==> config.mk <==
export PLATFORM = sky130hd
export DESIGN_NAME = uart_result_tx
export DESIGN_NICKNAME = d
export VERILOG_FILES = /design/src/rtl/uart_result_tx.sv
export SDC_FILE = /design/constraint.sdc
export NUM_CORES = 1
export LEC_CHECK = 0
export CAP_MARGIN = 20
export CORE_ASPECT_RATIO = 0.6
export CORE_MARGIN = 10
export CORE_UTILIZATION = 45
export DETAILED_ROUTE_END_ITERATION = 7
export PLACE_DENSITY = 0.66
export SYNTH_ARGS = -nofsm -noshare
export SYNTH_HDL_FRONTEND = slang
export SYNTH_SLANG_ARGS = --single-unit
==> constraint.sdc <==
create_clock -name clk -period 5.72 [get_ports clk]
set_clock_uncertainty 0.1 [all_clocks]
set_input_delay 0.858 -clock clk [delete_from_list [all_inputs] [get_ports clk]]
set_output_delay 0.858 -clock clk [all_outputs]
set_load 0.005 [all_outputs]
==> src/rtl/uart_result_tx.sv <==
`default_nettype none
// ============================================================================
// Module      : uart_result_tx
// Description : Return path of the UART ALU. Takes one N-bit signed ALU
//               result on a valid/ready handshake and serializes it onto the
//               TX line as N/8 back-to-back 8N1 frames, least-significant
//               byte first, LSB first within each byte. Raw two's-complement
//               bits are sent.
// Ports       : clk          - system clock, all logic on rising edge
//               rst_n        - synchronous active-low reset
//               result_in    - N-bit result, sampled only on accept
//               result_valid - result_in valid this cycle
//               result_ready - block can accept a result (state is IDLE)
//               tx           - UART serial line, idle high, registered
//               busy         - transmission in progress (state not IDLE)
//               done         - one-cycle pulse at end of the last stop bit
// Revision    : 1.0 - initial release
// ============================================================================
module uart_result_tx #(
    parameter int N            = 16,
    parameter int CLKS_PER_BIT = 868
) (
    input  logic         clk,
    input  logic         rst_n,
    input  logic [N-1:0] result_in,
    input  logic         result_valid,
    output logic         result_ready,
    output logic         tx,
    output logic         busy,
    output logic         done
);

    localparam int BYTES  = N / 8;
    localparam int CNT_W  = $clog2(CLKS_PER_BIT);
    localparam int BYTE_W = (BYTES > 1) ? $clog2(BYTES) : 1;

    localparam logic [CNT_W-1:0]  c_BAUD_LAST = CNT_W'(CLKS_PER_BIT - 1);
    localparam logic [BYTE_W-1:0] c_BYTE_LAST = BYTE_W'(BYTES - 1);

    typedef enum logic [1:0] {
        S_IDLE  = 2'd0,
        S_START = 2'd1,
        S_DATA  = 2'd2,
        S_STOP  = 2'd3
    } state_t;

    state_t            r_state;
    logic [CNT_W-1:0]  r_baud;
    logic [2:0]        r_bit;
    logic [BYTE_W-1:0] r_byte;
    logic [N-1:0]      r_shift;
    logic              r_tx;
    logic              r_done;

    logic              w_bit_end;
    logic [2:0]        w_next_bit;

    assign w_bit_end  = (r_baud == c_BAUD_LAST);
    assign w_next_bit = r_bit + 3'd1;

    always_ff @(posedge clk) begin
        if (!rst_n) begin
            r_state <= S_IDLE;
            r_baud  <= '0;
            r_bit   <= '0;
            r_byte  <= '0;
            r_shift <= '0;
            r_tx    <= 1'b1;
            r_done  <= 1'b0;
        end else begin
            r_done <= 1'b0;
            case (r_state)
                S_IDLE: begin
                    r_tx <= 1'b1;
                    // result_ready is high in IDLE, so valid alone accepts.
                    if (result_valid) begin
                        r_shift <= result_in;
                        r_byte  <= '0;
                        r_baud  <= '0;
                        r_tx    <= 1'b0;
                        r_state <= S_START;
                    end
                end

                S_START: begin
                    if (w_bit_end) begin
                        r_baud  <= '0;
                        r_bit   <= '0;
                        r_tx    <= r_shift[0];
                        r_state <= S_DATA;
                    end else begin
                        r_baud <= r_baud + CNT_W'(1);
                    end
                end

                S_DATA: begin
                    if (w_bit_end) begin
                        r_baud <= '0;
                        if (r_bit == 3'd7) begin
                            r_tx    <= 1'b1;
                            r_state <= S_STOP;
                        end else begin
                            // Present the next bit in the same edge that ends
                            // the current one so the line never glitches.
                            r_bit <= w_next_bit;
                            r_tx  <= r_shift[w_next_bit];
                        end
                    end else begin
                        r_baud <= r_baud + CNT_W'(1);
                    end
                end

                S_STOP: begin
                    if (w_bit_end) begin
                        r_baud <= '0;
                        if (r_byte == c_BYTE_LAST) begin
                            r_done  <= 1'b1;
                            r_tx    <= 1'b1;
                            r_state <= S_IDLE;
                        end else begin
                            // Next byte follows with no idle gap.
                            r_byte  <= r_byte + BYTE_W'(1);
                            r_shift <= r_shift >> 8;
                            r_tx    <= 1'b0;
                            r_state <= S_START;
                        end
                    end else begin
                        r_baud <= r_baud + CNT_W'(1);
                    end
                end

                default: begin
                    r_tx    <= 1'b1;
                    r_baud  <= '0;
                    r_state <= S_IDLE;
                end
            endcase
        end
    end

    assign tx           = r_tx;
    assign done         = r_done;
    assign busy         = (r_state != S_IDLE);
    assign result_ready = (r_state == S_IDLE);

endmodule
`default_nettype wire

==> flow_summary.ini <==
[route]
remaining_routing_drc_violations = 0
detail_route.first_pass.iterations = 4
routed_wirelength_um = 4060
initialDrtViolationCount = 150
drt.antenna.violating_nets = 0
routed_via_count = 1463
vias_per_cell = 5.806
wire_per_inst_um = 16.11

[clock_tree]
cts.root.buffer_cell = sky130_fd_sc_hd__clkbuf_8
cts_tree = built
cts-buffers-inserted = 5
clk_path_buf_depth = 2
cts.hold.buffers_added = 0
clk-insertion-delay-late_ns = 0.28
post_cts.resized_instances = 0
cts.sinks = 34
clkSlewWorstSetupHoldPaths_ns = 0.07
cts_setup_buffers = 0
cts_htree_levels = 2

[critical_path]
critical_path.startpoint_type = input pin
max_stage_delay_ns = 0.90
crit_arrival_ns = 3.21
path_max_fanout = 21
worstPathRequired_ns = 5.84
cpMaxStageDelayCell = sky130_fd_sc_hd__clkdlybuf4s50_1
critical_path_class = in -> reg
crit_path_cell_trace = clkdlybuf4s50_1 > inv_1 > nor3_1 > a32o_1
timing.critical_path.max_delay_family = buffers and inverters
cp.buffers_inverters = 2
worst_setup_path_end_kind = register

[timing]
setup_total_negative_slack_ns = 0
fmax_mhz = 324.0
number_of_failing_hold_endpoints_at_the_final_stage = 0
number_of_slew_limit_violations_in_the_final_report = 0
timing_worst_slew_pin_value_ns = 0.8242
report.final.setup_viol = 0
min_period_ns = 3.087
grt_setup_unrepaired = false
portion_of_the_clock_cycle_consumed_by_the_worst_path_in_the_final_layout_pct = 53.96
setup_slack_ns = 2.633
slew_headroom_pct = 44.63

[floorplan]
die_height_um = 67.95
die_w_um = 99.91
design.portCount = 23
floorplan.initialDensity_pct = 46.85
core_area_mm2 = 0.003680
die_area_mm2 = 0.006788
floorplan.rows = 17

[grt]
busiest_metal_layer_after_global_routing = met1
met2_usage_pct = 17.04
grt_antenna_before_repair = 0
maximum_number_of_pins_on_one_net_before_global_route_repair = 22
global_route.overflow_total = 0
via_count_of_the_first_global_routing_pass = 1364
wire_length_of_the_first_global_routing_pass_um = 6768
gr-usage-met1_pct = 18.02
grtUsageMet3_pct = 4.121
grt_use_total_pct = 12.62

[power_and_ir_drop]
power.density_cell_area_mw_per_mm2 = 432.7
p_sw_mw = 0.3374
power.switching_fraction_pct = 37.75
power.share.clock_pct = 20.1
p_leak_nw = 0.7638
irDropWorstVdd_mv = 0.1972
design_power_total_mw = 0.8938
cell_int_power_mw = 0.5564
pwr-share-seq_pct = 37.4
power.combinational.fraction_pct = 42.5

[min_path]
timing.hold.worst.class = reg -> reg

[finish]
post_route_cells_drive_above_1_share_pct = 11.71
n_antenna_cell = 0
postLayoutCoreUtil_pct = 56.14
areaGrowthSynthToFinish_pct = 19.81
layout.nets = 231

[synthesis]
synth_seq_area_share_pct = 39.48
share_of_async_settable_or_async_resettable_flops_after_synthesis_pct = 0
synth_largest_type_area_fraction_pct = 39.48
post_synth_inst_count = 182
post_synth.cell_area_avg_um2 = 9.473
synth_seq_cells = 34
ys_dominant_reg_cell = sky130_fd_sc_hd__dfxtp_1
yosys-top-cells-area = sky130_fd_sc_hd__dfxtp_1 (39%), sky130_fd_sc_hd__mux2i_1 (7.0%), sky130_fd_sc_hd__ha_1 (5.8%)
ys_types = 39
ys_warn_count = 0
synth_top_cell_by_area = sky130_fd_sc_hd__dfxtp_1
synth_edf_count = 0
postSynthNetCount = 209
synthesis.area_mm2 = 0.001724

[placed_design]
place.detailed.hpwl_um = 3115
port_buffers = 22
gp_congestion = 0.8383
post-place-ws_ns = 2.312

[flow_run]
timing.max_cap.violations = 0

[outcome]
status = completed
power by group through the flow:
| stage | registers [mW] | logic, mW | clock network (mW) |
|---|---|---|---|
| 2_1_floorplan | 0.326 | 0.279 | 0 |
| 3_3_place_gp | 0.338 | 0.366 | 0 |
| 3_5_place_dp | 0.339 | 0.377 | 0 |
| 4_1_cts | 0.334 | 0.379 | 0.184 |
| 5_1_grt | 0.342 | 0.422 | 0.196 |
| 6_report | 0.334 | 0.380 | 0.180 |
cells by family after synthesis:
logic type	count (synthesis)	share of synthesized area (%)
AND/OR/NAND/NOR	61	18.07
AO/OA/AOI/OAI	52	24.09
flip-flops	34	39.48
multiplexers	14	9.579
buffers and inverters	13	2.975
adder cells (fa/ha/maj)	8	5.806
cells in the final DEF, fill, tap and decap left out, types with 5 or more instances in the layout:
master / instances
sky130_fd_sc_hd__nor3_1: 5
sky130_fd_sc_hd__nor2_1: 14
sky130_fd_sc_hd__o221a_2: 8
sky130_fd_sc_hd__a21oi_1: 8
sky130_fd_sc_hd__nand2_1: 22
sky130_fd_sc_hd__inv_1: 6
sky130_fd_sc_hd__clkdlybuf4s50_1: 22
sky130_fd_sc_hd__a31oi_1: 6
sky130_fd_sc_hd__clkbuf_8: 6
sky130_fd_sc_hd__o21ai_0: 7
sky130_fd_sc_hd__ha_1: 8
sky130_fd_sc_hd__dfxtp_1: 34
sky130_fd_sc_hd__mux2i_1: 12
sky130_fd_sc_hd__a32o_1: 8
final cells by class:
type	instances	area [um2]
clock buffer	7	86.33
clock inverter	1	5.005
fill	312	1614
inverter	6	22.52
multi-input combinational	135	992.2
sequential	34	680.7
tap	47	58.81
timing repair buffer	22	220.2
through the flow:
stage / cells / area, um2 / hold WS, ns
floorplan: 182 / 1724 / 0.3356
CTS: 252 / 2066 / 0.3687
global route: 252 / 2066 / 0.3866
detailed placement: 244 / 1974 / 0.3583
finish: 252 / 2066 / 0.3692
global placement: 244 / 1974 / 0.3526
worst paths after layout:
| check | from | to | slack [ns] | depth (start not counted) |
|---|---|---|---|---|
| worst max-delay path | rst_n | r_shift[15] | 2.63 | 4 |
| worst min-delay path | r_bit[2] | r_bit[2] | 0.37 | 2 |
| worst max register to register | r_state[0] | r_state[0] | 3.40 | 6 |
| worst min register to register | r_bit[2] | r_bit[2] | 0.37 | 2 |
synthesized netlist by cell type (all sizes together) (2+ instances only):
| cell | n |
|---|---|
| nand3 | 3 |
| or3 | 2 |
| o21ai | 8 |
| a22oi | 2 |
| mux2i | 12 |
| nor2 | 14 |
| and4 | 2 |
| dfxtp | 34 |
| a32o | 8 |
| a31oi | 7 |
| ha | 8 |
| inv | 6 |
| nor2b | 3 |
| o2111ai | 3 |
| nand2 | 22 |
| clkbuf | 5 |
| o211ai | 2 |
| o221a | 8 |
| a21oi | 8 |
| mux4 | 2 |
| or4 | 2 |
| buf | 2 |
| and3 | 3 |
| nor3 | 5 |
flip-flops by register name, indices dropped and copies added (netlist names):
name	flops
r_bit	3
r_baud	10
r_state	2
r_shift	16
tx	1
r_byte	1
done	1
layer usage:
layer | vias to the layer above | share of wire [%]
met1 | 687 | 52
met5 | - | 0
li1 | 743 | -
met3 | 2 | 5.5
met4 | 0 | 0.39
met2 | 31 | 42
worst min-delay path, cell delays in order (launching register included):
cell	delay, ns
sky130_fd_sc_hd__dfxtp_1	0.31
sky130_fd_sc_hd__nand2_1	0.06
sky130_fd_sc_hd__a21oi_1	0.05
No activity file was read; power rests on OpenSTA's default activity.
